**config.mk**
```make
export PLATFORM = sky130hd
export DESIGN_NAME = muldiv_seq_flat
export DESIGN_NICKNAME = d
export VERILOG_FILES = /design/src/rtl/muldiv_seq_pkg.sv /design/src/rtl/muldiv_seq_if.sv /design/src/rtl/muldiv_step.sv /design/src/rtl/muldiv_seq.sv /design/src/flat_wrapper.sv
export SDC_FILE = /design/constraint.sdc
export NUM_CORES = 1
export LEC_CHECK = 0
export ABC_AREA = 1
export CAP_MARGIN = 10
export CORE_MARGIN = 8
export CORE_UTILIZATION = 40
export CTS_CLUSTER_DIAMETER = 60
export DETAILED_ROUTE_END_ITERATION = 16
export PLACE_DENSITY = 0.64
export SLEW_MARGIN = 20
export SYNTH_ARGS = -nofsm -noshare
export SYNTH_HDL_FRONTEND = slang
export SYNTH_SLANG_ARGS = --single-unit
```
**constraint.sdc**
```tcl
create_clock -name i_clk -period 3.3 [get_ports i_clk]
set_input_delay 0.66 -clock i_clk [delete_from_list [all_inputs] [get_ports i_clk]]
set_output_delay 0.66 -clock i_clk [all_outputs]
set_load 0.1 [all_outputs]
```
**src/rtl/muldiv_seq_pkg.sv**
```systemverilog
// Shared CPU definitions for the multiply/divide resource: datapath width,
// op encodings and the sequencer state type.
package muldiv_seq_pkg;

   localparam int   MD_WIDTH = 32;

   localparam logic MD_MULT  = 1'b0;
   localparam logic MD_DIV   = 1'b1;

   typedef enum logic [2:0] {
      S_IDLE = 3'd0,
      S_MUL  = 3'd1,
      S_DIV  = 3'd2,
      S_FIX  = 3'd3,
      S_DONE = 3'd4
   } md_state_e;

endpackage

```
**src/rtl/muldiv_seq_if.sv**
```systemverilog
// Request/result bundle between the control FSM (master) and the
// multiply/divide sequencer (slave), plus the sequencer state for observation.
interface muldiv_seq_if
   import muldiv_seq_pkg::*;
   #(parameter int WIDTH = MD_WIDTH) ();

   // start is taken only while busy=0; done pulses one cycle and hi/lo are
   // valid from that cycle until the next completing operation.
   logic             start;
   logic             op;
   logic [WIDTH-1:0] a_in;
   logic [WIDTH-1:0] b_in;
   logic             busy;
   logic             done;
   logic             div_zero;
   logic [WIDTH-1:0] hi;
   logic [WIDTH-1:0] lo;
   md_state_e        dbg_state;

   modport master (
      output start, op, a_in, b_in,
      input  busy, done, div_zero, hi, lo, dbg_state
   );

   modport slave (
      input  start, op, a_in, b_in,
      output busy, done, div_zero, hi, lo, dbg_state
   );

endinterface

```
**src/rtl/muldiv_step.sv**
```systemverilog
// One combinational iteration: a radix-2 Booth step (MULT) or one restoring
// divide step on magnitudes (DIV).
module muldiv_step
   import muldiv_seq_pkg::*;
   #(parameter int WIDTH = MD_WIDTH) (
   input  logic             i_mode,
   input  logic [WIDTH:0]   i_acc,
   input  logic [WIDTH-1:0] i_mq,
   input  logic             i_q1,
   input  logic [WIDTH-1:0] i_m,
   output logic [WIDTH:0]   o_acc,
   output logic [WIDTH-1:0] o_mq,
   output logic             o_q1
);

   logic [WIDTH:0] w_m_ext;
   logic [WIDTH:0] w_sum;
   logic [WIDTH:0] w_acc_sh;
   logic [WIDTH:0] w_trial;

   // The extra accumulator bit keeps acc - (-2^(W-1)) from overflowing.
   always_comb begin
      w_m_ext  = (i_mode == MD_MULT) ? {i_m[WIDTH-1], i_m} : {1'b0, i_m};
      w_sum    = i_acc;
      w_acc_sh = {i_acc[WIDTH-1:0], i_mq[WIDTH-1]};
      w_trial  = w_acc_sh - w_m_ext;
      o_acc    = i_acc;
      o_mq     = i_mq;
      o_q1     = i_q1;
      if (i_mode == MD_MULT) begin
         case ({i_mq[0], i_q1})
            2'b01:   w_sum = i_acc + w_m_ext;
            2'b10:   w_sum = i_acc - w_m_ext;
            default: w_sum = i_acc;
         endcase
         o_acc = {w_sum[WIDTH], w_sum[WIDTH:1]};
         o_mq  = {w_sum[0], i_mq[WIDTH-1:1]};
         o_q1  = i_mq[0];
      end else begin
         if (!w_trial[WIDTH]) begin
            o_acc = w_trial;
            o_mq  = {i_mq[WIDTH-2:0], 1'b1};
         end else begin
            o_acc = w_acc_sh;
            o_mq  = {i_mq[WIDTH-2:0], 1'b0};
         end
         o_q1 = 1'b0;
      end
   end

endmodule

```
**src/rtl/muldiv_seq.sv**
```systemverilog
// Multicycle signed MULT/DIV sequencer owning the Hi/Lo result registers.
// One iteration per clock; done pulses once per accepted request.
module muldiv_seq
   import muldiv_seq_pkg::*;
   #(parameter int WIDTH = MD_WIDTH) (
   input  logic         i_clk,
   input  logic         i_reset,
   muldiv_seq_if.slave  s_md
);

   localparam int                CNT_W    = $clog2(WIDTH);
   localparam logic [CNT_W-1:0]  CNT_LOAD = CNT_W'(WIDTH - 1);

   md_state_e        r_state;
   logic [CNT_W-1:0] r_cnt;
   logic [WIDTH:0]   r_acc;
   logic [WIDTH-1:0] r_mq;
   logic             r_q1;
   logic [WIDTH-1:0] r_m;
   logic             r_quo_neg;
   logic             r_rem_neg;
   logic [WIDTH-1:0] r_hi;
   logic [WIDTH-1:0] r_lo;
   logic             r_busy;
   logic             r_done;
   logic             r_div_zero;

   logic             w_mode;
   logic [WIDTH:0]   w_acc;
   logic [WIDTH-1:0] w_mq;
   logic             w_q1;
   logic [WIDTH-1:0] w_a_mag;
   logic [WIDTH-1:0] w_b_mag;

   // Magnitudes are unsigned, so |-2^(W-1)| = 2^(W-1) is exact.
   assign w_a_mag = s_md.a_in[WIDTH-1] ? -s_md.a_in : s_md.a_in;
   assign w_b_mag = s_md.b_in[WIDTH-1] ? -s_md.b_in : s_md.b_in;
   assign w_mode  = (r_state == S_DIV) ? MD_DIV : MD_MULT;

   muldiv_step #(.WIDTH(WIDTH)) u_step (
      .i_mode (w_mode),
      .i_acc  (r_acc),
      .i_mq   (r_mq),
      .i_q1   (r_q1),
      .i_m    (r_m),
      .o_acc  (w_acc),
      .o_mq   (w_mq),
      .o_q1   (w_q1)
   );

   always_ff @(posedge i_clk) begin
      if (i_reset) begin
         r_state    <= S_IDLE;
         r_cnt      <= '0;
         r_acc      <= '0;
         r_mq       <= '0;
         r_q1       <= 1'b0;
         r_m        <= '0;
         r_quo_neg  <= 1'b0;
         r_rem_neg  <= 1'b0;
         r_hi       <= '0;
         r_lo       <= '0;
         r_busy     <= 1'b0;
         r_done     <= 1'b0;
         r_div_zero <= 1'b0;
      end else begin
         case (r_state)
            S_IDLE: begin
               r_done     <= 1'b0;
               r_div_zero <= 1'b0;
               if (s_md.start) begin
                  r_busy <= 1'b1;
                  r_acc  <= '0;
                  r_q1   <= 1'b0;
                  r_cnt  <= CNT_LOAD;
                  if (s_md.op == MD_MULT) begin
                     r_mq    <= s_md.b_in;
                     r_m     <= s_md.a_in;
                     r_state <= S_MUL;
                  end else if (s_md.b_in == '0) begin
                     r_done     <= 1'b1;
                     r_div_zero <= 1'b1;
                     r_state    <= S_DONE;
                  end else begin
                     r_mq      <= w_a_mag;
                     r_m       <= w_b_mag;
                     r_quo_neg <= s_md.a_in[WIDTH-1] ^ s_md.b_in[WIDTH-1];
                     r_rem_neg <= s_md.a_in[WIDTH-1];
                     r_state   <= S_DIV;
                  end
               end
            end
            S_MUL: begin
               r_acc <= w_acc;
               r_mq  <= w_mq;
               r_q1  <= w_q1;
               if (r_cnt == '0) begin
                  r_hi    <= w_acc[WIDTH-1:0];
                  r_lo    <= w_mq;
                  r_done  <= 1'b1;
                  r_state <= S_DONE;
               end else begin
                  r_cnt <= r_cnt - 1'b1;
               end
            end
            S_DIV: begin
               r_acc <= w_acc;
               r_mq  <= w_mq;
               r_q1  <= w_q1;
               if (r_cnt == '0) begin
                  r_state <= S_FIX;
               end else begin
                  r_cnt <= r_cnt - 1'b1;
               end
            end
            S_FIX: begin
               r_lo    <= r_quo_neg ? -r_mq : r_mq;
               r_hi    <= r_rem_neg ? -r_acc[WIDTH-1:0] : r_acc[WIDTH-1:0];
               r_done  <= 1'b1;
               r_state <= S_DONE;
            end
            S_DONE: begin
               r_done     <= 1'b0;
               r_div_zero <= 1'b0;
               r_busy     <= 1'b0;
               r_state    <= S_IDLE;
            end
            default: r_state <= S_IDLE;
         endcase
      end
   end

   assign s_md.busy      = r_busy;
   assign s_md.done      = r_done;
   assign s_md.div_zero  = r_div_zero;
   assign s_md.hi        = r_hi;
   assign s_md.lo        = r_lo;
   assign s_md.dbg_state = r_state;

endmodule

```
**src/flat_wrapper.sv**
```systemverilog
// flat-port wrapper written by rule: the top's interface ports become plain ports
module muldiv_seq_flat import muldiv_seq_pkg::*;
#(parameter int WIDTH = MD_WIDTH)
  (i_clk, i_reset, s_md_start, s_md_op, s_md_a_in, s_md_b_in, s_md_busy, s_md_done, s_md_div_zero, s_md_hi, s_md_lo, s_md_dbg_state);
  muldiv_seq_if #(.WIDTH(WIDTH)) s_md_i ();
  input  logic i_clk;
  input  logic i_reset;
  input wire logic [$bits(s_md_i.start)-1:0] s_md_start;
  input wire logic [$bits(s_md_i.op)-1:0] s_md_op;
  input wire logic [$bits(s_md_i.a_in)-1:0] s_md_a_in;
  input wire logic [$bits(s_md_i.b_in)-1:0] s_md_b_in;
  output wire logic [$bits(s_md_i.busy)-1:0] s_md_busy;
  output wire logic [$bits(s_md_i.done)-1:0] s_md_done;
  output wire logic [$bits(s_md_i.div_zero)-1:0] s_md_div_zero;
  output wire logic [$bits(s_md_i.hi)-1:0] s_md_hi;
  output wire logic [$bits(s_md_i.lo)-1:0] s_md_lo;
  output wire logic [$bits(s_md_i.dbg_state)-1:0] s_md_dbg_state;
  assign s_md_i.start = s_md_start;
  assign s_md_i.op = s_md_op;
  assign s_md_i.a_in = s_md_a_in;
  assign s_md_i.b_in = s_md_b_in;
  assign s_md_busy = s_md_i.busy;
  assign s_md_done = s_md_i.done;
  assign s_md_div_zero = s_md_i.div_zero;
  assign s_md_hi = s_md_i.hi;
  assign s_md_lo = s_md_i.lo;
  assign s_md_dbg_state = s_md_i.dbg_state;
  muldiv_seq #(.WIDTH(WIDTH)) u_core (.i_clk(i_clk), .i_reset(i_reset), .s_md(s_md_i));
endmodule
```
==> flow_metrics.py <==
metrics = {
    "grt": {
        "grt_pass1_wl_um": 118000,
        "track_usage_pct": 28.2,
        "grt_pass1_vias": 21200,
        "grt_overflow": 0,
        "antenna_found_initial": 0,
        "grt_max_degree": 135,
    },
    "route": {
        "wl_per_cell_um": 18.4,
        "drtIter0Drc": 2005,
        "post-route-drc-count": 0,
        "wl_um": 77400,
        "num_vias": 22600,
        "first_pass_iters": 6,
        "drtAntennaViolNets": 0,
        "vias_per_cell": 5.38,
    },
    "critical_path": {
        "cp-start-kind": "register",
        "crit_path_top_delay_cell": "ha_2",
        "cp_slowest_stage_delay_ps": 340,
        "crit_path_max_fanout": 4,
        "cp.arrival_ps": 3810,
        "required_ps": 3620,
        "timing_worst_setup_path_type": "reg2reg",
        "end_kind": "register",
    },
    "floorplan": {
        "start_util_pct": 40.1,
        "dieHeight_um": 231,
        "die_w_um": 231,
        "pin_count": 138,
        "core.rowCount": 79,
        "fp.coreArea_mm2": 0.0462,
        "dieArea_mm2": 0.0535,
    },
    "cts": {
        "clock_path_buffers": 2,
        "h-tree-depth": 4,
        "clk_pin_slew_ps": 80,
        "ctsHoldBuffers": 0,
        "clock_sinks": 175,
        "cts_root_buffer": "clkbuf_16",
        "cts_buffers": 17,
        "clk_latency_ps": 470,
        "cts_tree": "built",
    },
    "timing": {
        "skew_ps": 16.5,
        "finalSetupViolCount": 21,
        "relSlewSlack_pct": 39.5,
        "worst_pin_slew_ps": 907,
        "fmax_mhz": 287,
        "timing.final.ws_setup_ps": -189,
        "timing.final.crit_share_pct": 106,
        "hold_viol_final": 0,
        "layout_min_cycle_time_ps": 3490,
        "finalMaxSlewViolations": 0,
        "rsz0062_at_grt": "yes",
    },
    "synth": {
        "synthDistinctLibCells": 57,
        "synth_seq_cells": 175,
        "synth_largest_area_cell": "nand2_1",
        "ys_seq_area_share_pct": 18.9,
        "synth_edf_count": 0,
        "async_flop_share_pct": 0,
        "ys.warnings.count": 0,
        "synth_area_leaders": "nand2_1 21%, dfxtp_1 19%, inv_1 9.8%",
        "yosysTopAreaCellShare_pct": 20.9,
        "postSynthCellCount": 3357,
        "avgSynthCellArea_um2": 5.52,
        "syn_nets": 3499,
        "netlist_area_mm2": 0.0185,
        "ys.flop_type": "dfxtp_1",
    },
    "placement": {
        "port_buffers": 137,
        "dp_hpwl_um": 61200,
        "place_area_mm2": 0.0214,
        "gp_congestion": 0.995,
    },
    "finish": {
        "fin_area_mm2": 0.0229,
        "antenna_cells": 0,
        "drive_gt1_share_pct": 14.8,
        "fill_cells": 4941,
        "nets": 3729,
        "multiInputGateArea_mm2": 0.0133,
        "area_growth_pct": 23.6,
        "regArea_mm2": 0.00351,
    },
    "pwr": {
        "fin_total_pwr_mw": 27.1,
        "p_leak_nw": 11.6,
        "cellPowerDensity_mw_per_mm2": 1180,
        "ir_drop_mv": 0.689,
    },
    "flow_run": {
        "maxCapViolations": 0,
    },
    "min_path": {
        "worstHoldPathType": "reg2reg",
    },
    "run_status": {
        "failed_checks": "negative setup slack",
        "status": "finished, violations left",
    },
}
## report_power, final
part | internal (mW) | switching, mW | leakage, nW
sequential | 2.75 | 0.772 | 1.43
clock | 1.11 | 1.12 | 0.302
combinational | 7.13 | 14.2 | 9.84
## kinds of logic after synthesis
logic type	after synthesis	synth area share, %
AND/OR/NAND/NOR	1759	39.9
buffers and inverters	631	13.3
AO/OA/AOI/OAI	623	18.4
flip-flops	175	18.9
XOR/XNOR	95	4.53
adder cells (fa/ha/maj)	74	5.08
## path summary, 6_finish.rpt
kind / start / end / slack, ps / cells after the start
setup / recovery: u_core.r_m[0] / u_core.r_acc[31] / -190 / 25
setup reg to reg: u_core.r_m[0] / u_core.r_acc[31] / -190 / 25
hold reg to reg: u_core.s_md.hi[19] / u_core.s_md.hi[19] / 470 / 2
hold / removal: u_core.s_md.hi[19] / u_core.s_md.hi[19] / 470 / 2
## flip-flops by register name, indices dropped and copies added (netlist names)
register and cells:
u_core.r_acc 33, u_core.r_cnt 5, u_core.r_m 32, u_core.r_mq 32, u_core.r_q1 1, u_core.r_quo_neg 1, u_core.r_rem_neg 1, u_core.s_md.busy 1
u_core.s_md.dbg_state 3, u_core.s_md.div_zero 1, u_core.s_md.done 1, u_core.s_md.hi 32, u_core.s_md.lo 32
## cell usage in the layout (no fill, tap or decap), types with 14 or more instances in the layout
cell type          n
nor2_4            14
a21oi_2           26
o21ai_0          178
inv_2             22
a21oi_1          278
nand3_1          293
nor2_1           259
a31oi_1           16
nor2_2            18
ha_1              58
nand2_2           56
nand2_1          982
clkbuf_16         17
nand4_1           29
inv_1            474
buf_4            270
nand3b_1          14
nor3_1            29
nand3_2           18
dfxtp_1          173
o211ai_1          29
o21ai_1           31
xor2_1            80
clkdlybuf4s50_1   65
## through the flow
step	TNS, ps	setup WS [ps]	utilization (%)	std cells	hold WS, ps
floorplan	0	177	-	3357	438
global placement	-3740	-228	46.4	4157	450
detailed placement	-6130	-323	46.4	4157	456
CTS	-618	-102	48.5	4197	468
global route	-10150	-443	49.6	4207	482
finish	-1710	-189	49.6	4207	467
## synthesized netlist by cell type, types with 2 or more instances
cell,n
buf_1,4
nor3_1,34
o31ai_1,7
inv_2,13
nor3_2,3
or2_1,3
a211oi_1,3
o22ai_1,9
fa_1,2
dfxtp_1,175
nand2_1,1032
nor4_1,8
buf_4,6
or2_2,9
nor2_1,281
o21ai_1,18
nand3b_1,14
a21oi_1,301
nor2_4,3
a22oi_1,5
a31oi_1,16
xnor2_1,10
o21bai_1,14
o21ai_0,197
nand4_1,29
nand3_2,5
ha_1,72
a21oi_2,4
nand2_2,15
clkbuf_1,91
buf_6,4
inv_1,484
o221ai_1,7
nor2_2,7
o211ai_1,29
o211ai_2,2
a41oi_1,2
xor2_1,84
buf_2,28
nand3_1,307
and2_1,4
## layout make-up
type / instances / area share, %
Timing Repair Buffer: 344 / 12.4
Sequential cell: 175 / 15.3
Inverter: 498 / 8.19
Clock inverter: 15 / 0.891
Multi-Input combinational cell: 2551 / 58.0
Tap cell: 607 / 3.32
Clock buffer: 17 / 1.86
## per-layer routing
| metal | part of all wire [%] | GRT usage [%] |
|---|---|---|
| met4 | 8.5 | 20.5 |
| met2 | 45 | 45.9 |
| met5 | 0 | 0 |
| met1 | 40 | 33.9 |
| met3 | 6.1 | 3.68 |
## critical path, delay by kind of cell, from the launching register on
family	cells	cell delay, ps
and+or+nand+nor	18	1960
AOI/OAI and AO/OA	3	370
adders and majority gates	1	340
DFF	1	330
buffers and inverters	2	200
xor gates and xnor gates	1	150
## repair_timing
action	in CTS	in global routing
gates resized for setup	70	126
pin swaps	22	61
buffers inserted	8	10
endpoints found under the setup margin	39	52
No activity file was read; power rests on OpenSTA's default activity.
